==> config.mk <==
export PLATFORM = sky130hd
export DESIGN_NAME = serial_adder
export DESIGN_NICKNAME = d
export VERILOG_FILES = /design/src/rtl/serial_adder_pkg.sv /design/src/rtl/serial_adder_fa_cell.sv /design/src/rtl/serial_adder.sv
export SDC_FILE = /design/constraint.sdc
export NUM_CORES = 1
export LEC_CHECK = 0
export ABC_AREA = 0
export ABC_CLOCK_PERIOD_IN_PS = 2450
export CORE_MARGIN = 2
export CORE_UTILIZATION = 30
export DETAILED_ROUTE_END_ITERATION = 10
export HOLD_SLACK_MARGIN = 0.15
export SETUP_SLACK_MARGIN = 0.02
export SYNTH_ARGS = -nofsm -noshare
export SYNTH_HDL_FRONTEND = slang
export SYNTH_SLANG_ARGS = --single-unit
==> constraint.sdc <==
create_clock -name clk -period 2.45 [get_ports clk]
set_input_delay 0.3675 -clock clk [delete_from_list [all_inputs] [get_ports clk]]
set_output_delay 0.3675 -clock clk [all_outputs]
set_load 0.02 [all_outputs]
==> src/rtl/serial_adder_pkg.sv <==
// Shared definitions for the serial adder: FSM state type and its encodings.
package serial_adder_pkg;

  localparam int STATE_W = 2;

  typedef enum logic [STATE_W-1:0] {
    IDLE = 2'b00,
    RUN  = 2'b01,
    DONE = 2'b10
  } state_t;

endpackage

==> src/rtl/serial_adder_fa_cell.sv <==
// One-bit combinational full adder; chained to form the per-cycle ripple slice.
module fa_cell (
  input  logic x,
  input  logic y,
  input  logic ci,
  output logic s,
  output logic co
);

  assign s  = x ^ y ^ ci;
  assign co = (x & y) | (ci & (x ^ y));

endmodule

==> src/rtl/serial_adder.sv <==
// Multi-cycle adder/subtractor: processes BITS_PER_CYCLE bits per clock, LSB first,
// and presents sum/cout/ovf with a one-cycle done pulse.
module serial_adder
  import serial_adder_pkg::*;
#(
  parameter int WIDTH          = 8,
  parameter int BITS_PER_CYCLE = 1
) (
  input  logic             clk,
  input  logic             rst_n,
  input  logic             start,
  input  logic             sub,
  input  logic [WIDTH-1:0] a,
  input  logic [WIDTH-1:0] b,
  input  logic             cin,
  output logic             busy,
  output logic             done,
  output logic [WIDTH-1:0] sum,
  output logic             cout,
  output logic             ovf
);

  localparam int N     = WIDTH / BITS_PER_CYCLE;
  localparam int CNT_W = $clog2(N) + 1;
  localparam logic [CNT_W-1:0] LAST_STEP = CNT_W'(N - 1);

  state_t                    state_reg;
  state_t                    state_next;
  logic [CNT_W-1:0]          step_reg;
  logic [WIDTH-1:0]          a_reg;
  logic [WIDTH-1:0]          b_reg;
  logic                      carry_reg;
  logic                      load;
  logic                      last_step;
  logic [BITS_PER_CYCLE:0]   c;
  logic [BITS_PER_CYCLE-1:0] s_bits;
  logic [WIDTH-1:0]          a_shifted;

  assign c[0]      = carry_reg;
  assign last_step = (state_reg == RUN) && (step_reg == LAST_STEP);
  assign busy      = (state_reg == RUN);

  generate
    for (genvar gi = 0; gi < BITS_PER_CYCLE; gi++) begin : g_ripple
      fa_cell u_fa (
        .x  (a_reg[gi]),
        .y  (b_reg[gi]),
        .ci (c[gi]),
        .s  (s_bits[gi]),
        .co (c[gi+1])
      );
    end
  endgenerate

  // Result bits enter at the top of the a register as operand bits leave the
  // bottom, so after N steps a_reg itself holds the completed sum.
  generate
    if (N == 1) begin : g_single_step
      assign a_shifted = s_bits;
    end else begin : g_multi_step
      assign a_shifted = {s_bits, a_reg[WIDTH-1:BITS_PER_CYCLE]};
    end
  endgenerate

  always_ff @(posedge clk or negedge rst_n) begin
    if (!rst_n) begin
      state_reg <= IDLE;
    end else begin
      state_reg <= state_next;
    end
  end

  always_comb begin
    state_next = state_reg;
    load       = 1'b0;
    case (state_reg)
      IDLE: begin
        if (start) begin
          state_next = RUN;
          load       = 1'b1;
        end
      end
      RUN: begin
        if (last_step) begin
          state_next = DONE;
        end
      end
      DONE: begin
        if (start) begin
          state_next = RUN;
          load       = 1'b1;
        end else begin
          state_next = IDLE;
        end
      end
      default: state_next = IDLE;
    endcase
  end

  // Subtraction is a + ~b + 1; the captured carry supplies the +1.
  always_ff @(posedge clk or negedge rst_n) begin
    if (!rst_n) begin
      a_reg     <= '0;
      b_reg     <= '0;
      carry_reg <= 1'b0;
      step_reg  <= '0;
    end else if (load) begin
      a_reg     <= a;
      b_reg     <= sub ? ~b : b;
      carry_reg <= sub | cin;
      step_reg  <= '0;
    end else if (state_reg == RUN) begin
      a_reg     <= a_shifted;
      b_reg     <= b_reg >> BITS_PER_CYCLE;
      carry_reg <= c[BITS_PER_CYCLE];
      step_reg  <= step_reg + 1'b1;
    end
  end

  always_ff @(posedge clk or negedge rst_n) begin
    if (!rst_n) begin
      sum  <= '0;
      cout <= 1'b0;
      ovf  <= 1'b0;
      done <= 1'b0;
    end else begin
      done <= (state_reg == DONE);
      if (last_step) begin
        sum  <= a_shifted;
        cout <= c[BITS_PER_CYCLE];
        ovf  <= c[BITS_PER_CYCLE] ^ c[BITS_PER_CYCLE-1];
      end
    end
  end

endmodule

**Yosys cells after proc, flatten, opt, wreduce, memory -nomap -nowiden**

Cells that the tools add are included.

- Register bits: 34
- Latch bits: 0
- Memory bits (writable): 0
- ROM bits: 0
- Input port bits: 21
- Output and inout bits: 12
- Logic and storage cells: 43
- Memories kept: 0

- Add/subtract/negate cells: 1
- Multiply operators: 0
- Divide/modulo/power cells: 0
- Magnitude comparators: 0
- Equal/unequal tests: 5
- Shift-type cells: 0
- Multiplexer cells: 15
- Bitwise gates (word level): 8
- Reduce and logical (&&, ||, !) cells: 5

Operators by type and width:

| operator | count |
|---|---|
| $mux 8 | 5 |
| $mux 4 | 2 |
| $not 8->8 | 1 |
| $pmux 2 s3 | 1 |
| $mux 1 | 5 |
| $add 4x1->4 const B | 1 |
| $eq 4x3->1 const B | 1 |
| $mux 2 | 2 |
| $xor 1x1->1 | 3 |
| $and 1x1->1 | 2 |
| $eq 2x1->1 const B | 1 |
| $eq 2x2->1 const B | 1 |
| $logic_not 2->1 | 1 |
| $ne 2x1->1 const B | 1 |
| $ne 2x2->1 const B | 1 |
| $or 1x1->1 | 2 |
| $reduce_and 2->1 | 1 |
| $reduce_bool 2->1 | 1 |
| $reduce_or 2->1 | 1 |
| $logic_and 1x1->1 | 1 |

**Depth between registers and ports, before layout**

- Depth in word-level cells: 5
- Mapped depth: 6
- Gate-level depth less buffers: 4

**By module**

From an unflattened synthesis, not the netlist that was laid out.

- Cell total of the unflattened synthesis: 144
- Area total of the unflattened synthesis: 1627.8 um^2

By module, submodules not included:

| module | times used | cells an instance | area an instance (um^2) | seq. area each (um^2) |
|---|---|---|---|---|
| serial_adder | 1 | 143 | 1607.8 | 850.8 |
| fa_cell | 1 | 1 | 20.0 | 0.0 |

**Worst setup path before layout**

OpenSTA, ideal clock, no wires.

- Kind: reg2reg
- From: register state_reg[1]
- To: register cout
- Setup time: 0.125 ns
- Arrival time: 1.279 ns
- Data required time: 2.325 ns
- Path slack: 1.046 ns
- Stages on the path, launching flop included: 6
- Buffers on the path: 2
- Period minus slack after synthesis: 1.404 ns
- Cell sequence: dfrtp_1 nand2b_1 buf_6 nor3_4 buf_6 mux2_2

- Word-level cells in the longest chain between the ends: 2

Ends and longest elaborated chain:

| item | RTL line | source |
|---|---|---|
| start, declared | serial_adder.sv:27 | `state_t state_reg;` |
| start signal, assigned | serial_adder.sv:69 | `state_reg <= state_next;` |
| $eq 2x1->1 | serial_adder.sv:40 | `assign last_step = (state_reg == RUN) && (step_reg == LAST_STEP);` |
| $logic_and 1x1->1 | serial_adder.sv:40 |  |
| end signal, assigned | serial_adder.sv:130 | `cout <= c[BITS_PER_CYCLE];` |
| end, declared | serial_adder.sv:19 | `output logic cout,` |

No other way between the ends.
A chain may end at the register's enable or synchronous reset.

**Worst setup path in the final report**

- From: register state_reg[1]
- To: output port busy

- Word-level cells in the longest chain between the ends: 1

Ends and longest elaborated chain:

| item | RTL line | source |
|---|---|---|
| $eq 2x1->1 | serial_adder.sv:41 | `assign busy = (state_reg == RUN);` |
| end, declared | serial_adder.sv:16 | `output logic busy,` |

No other way between the ends.

==> reports/metrics.cfg <==
[run_status]
run_status=finished, final reports clean

[routing]
drt_pass1_iterations=4
via_count=1128
route.detailed.wl_per_inst_um=12.84
detail-route-antenna-nets=0
detail_route.drc_violations=0
drt-vias-per-instance=4.604
wirelength_um=3147
dr.first_iter.drc_count=76

[setup_path]
path_cells=nand2b_1, inv_1, clkdlybuf4s50_1
cpPeakStageDelay_ns=0.60
critPathKind=reg2out
critPathTopFamily=buffers and inverters
worstSetupStartpointType=register
crit_required_ns=2.08
crit_buf_inv=2
worstSetupEndpointType=output pin
worst_ep_arrival_time_ns=1.60
timing.critical_path.slowest_stage_cell=sky130_fd_sc_hd__clkdlybuf4s50_1
path_max_fanout=3

[clocking]
clk_tree_root_cell=sky130_fd_sc_hd__clkbuf_8
cts-root-to-sink-buffers=2
tritoncts.num_buffers=5
h-tree-depth=2
postCtsResizedCells=0
clk_latency_ns=0.29
hold_buffers=0
tritoncts_num_sinks=34
clock_tree_from_tritoncts=yes
post_cts_buffers=0
clk_transition_reported_paths_ns=0.06

[sta]
max_freq_ghz=0.5078
setup_viol_count_final=0
period_share_pct=80.38
grt_setup_unrepaired=no
skew_ns=0.007536
setup_total_negative_slack_ns=0
worstMarginPinSlew_ns=0.5858
timing.slew.headroom_pct=60.82
period_needed_ns=1.969
timing_hold_violations_final=0
timing_max_transition_violations_final=0

[floorplanning]
floorplan.io_pins=33
die-height_um=75.54
floorplan.die_area_um2=5706
placeableCoreArea_um2=5010
floorplan.initialDensity_pct=30.64
num_rows=26
die_width_um=75.54

[place]
post_dp_cell_area_um2=1918
finalWeightedCongestion=0.7387
placement.io_buffers=32
dp_hpwl_um=2114

[min_path]
hold_path.class=in2async

[flow_run]
cap_violations=0

[synth]
syn_area_um2=1535
post_synth_inst_count=140
yosys_warnings=0
yosys.cell_types.count=27
synth_seq_area_share_pct=55.42
postSynth.topFlopCell=sky130_fd_sc_hd__dfrtp_1
synth_async_sr_flop_share_pct=100.0
synth_fp_nets=163
syn_avg_cell_area_um2=10.97
ys_ff_latch=34
synth-edff-count=0

[grt]
antenna_found_initial=0
grt_first_pass_wirelength_um=5237
first_global_vias=1105
grt_start_max_net_pins=35
grt.overflow.total=0
grtUsageTotal_pct=12.43

[power_and_ir_drop]
worst_ir_drop_vdd_v=0.0004857
total_power_mw=2.483
power.static_leakage_nw=0.8747
pwr_density_cell_nw_per_um2=1236

[finish]
antenna-diode-count=0
fin_area_um2=2009
syn2layout_area_growth_pct=30.89
fill_cell_count=529
post_route_cells_drive_above_1_share_pct=12.57
nets=197

-- cell usage after synthesis, types with 3 or more instances --
library cell | instances | area [µm²]
sky130_fd_sc_hd__dfrtp_1 | 34 | 850.8
sky130_fd_sc_hd__nand2_1 | 25 | 93.84
sky130_fd_sc_hd__nor2_1 | 15 | 56.30
sky130_fd_sc_hd__a31oi_1 | 9 | 56.30
sky130_fd_sc_hd__mux2_2 | 9 | 101.4
sky130_fd_sc_hd__xor2_1 | 8 | 70.07
sky130_fd_sc_hd__buf_2 | 5 | 25.02
sky130_fd_sc_hd__nand3_1 | 5 | 25.02
sky130_fd_sc_hd__a22oi_1 | 4 | 30.03
sky130_fd_sc_hd__a221o_1 | 3 | 30.03
-- path summary, 6_finish.rpt --
kind	startpoint	to	slack, ns	depth (start not counted)
min in group clk	sum[1]	sum[1]	0.49	1
min reg2reg	sum[1]	sum[1]	0.49	1
max	state_reg[1]	busy	0.48	3
max reg2reg	step_reg[0]	cout	0.79	4
min	rst_n	b_reg[2]	0.49	2
max in group asynchronous	rst_n	cout	1.65	2
-- layout by cell type, fill, tap and decap left out, drive strengths merged --
cell            n
and2b           1
nand3           5
fa              1
nor2b           1
nand2b          2
o21ai           2
mux2           10
dfrtp          34
inv             1
clkbuf          7
buf             5
nand4           1
nor3            1
a22oi           4
a22o            2
clkdlybuf4s50  32
ha              1
clkinv          1
nor2           15
xor2            8
a31oi           9
nand3b          1
nand2          25
xnor2           2
mux2i           1
a221o           3
-- final cells by class --
cell class / instances / area (µm²) / share of cell area (%)
flip-flops and latches: 34 / 850.8 / 42.34
multi-input cells: 95 / 618.1 / 30.76
repair buffers: 37 / 357.8 / 17.81
well taps: 70 / 87.58 / 4.359
clock buffers: 7 / 86.33 / 4.296
clock inverters: 1 / 5.005 / 0.2491
inverters: 1 / 3.754 / 0.1868
-- logic make-up after synthesis --
kind of cell / synth area share (%)
xor gates and xnor gates: 5.705
AOI/OAI and AO/OA: 9.373
DFF: 55.42
buffers and inverters: 4.319
and+or+nand+nor: 15.08
muxes: 7.987
adders and majority gates: 2.119
-- metrics by stage --
step                setup WS, ns  hold slack (ns)  utilization (%)  instances
floorplan                  1.046          0.07191                -        140
global placement          0.7167           0.4710            38.29        237
detailed placement        0.6785           0.4807            38.29        237
CTS                       0.4538           0.4972            40.11        245
global route              0.3736           0.5037            40.11        245
finish                    0.4808           0.4853            40.11        245
-- routing by layer --
metal  up-vias  track usage (%)  part of all wire (%)
li1        540                -                     -
met1       559            16.64                    47
met2        27            19.03                    47
met3         2            5.026                   5.5
met4         0            2.924                  0.67
met5         -                0                     0
-- power breakdown --
group	switching (mW)	internal, mW
Combinational	0.532	0.519
Sequential	0.172	0.825
Clock	0.209	0.227
(Power assumes the default switching activity.)
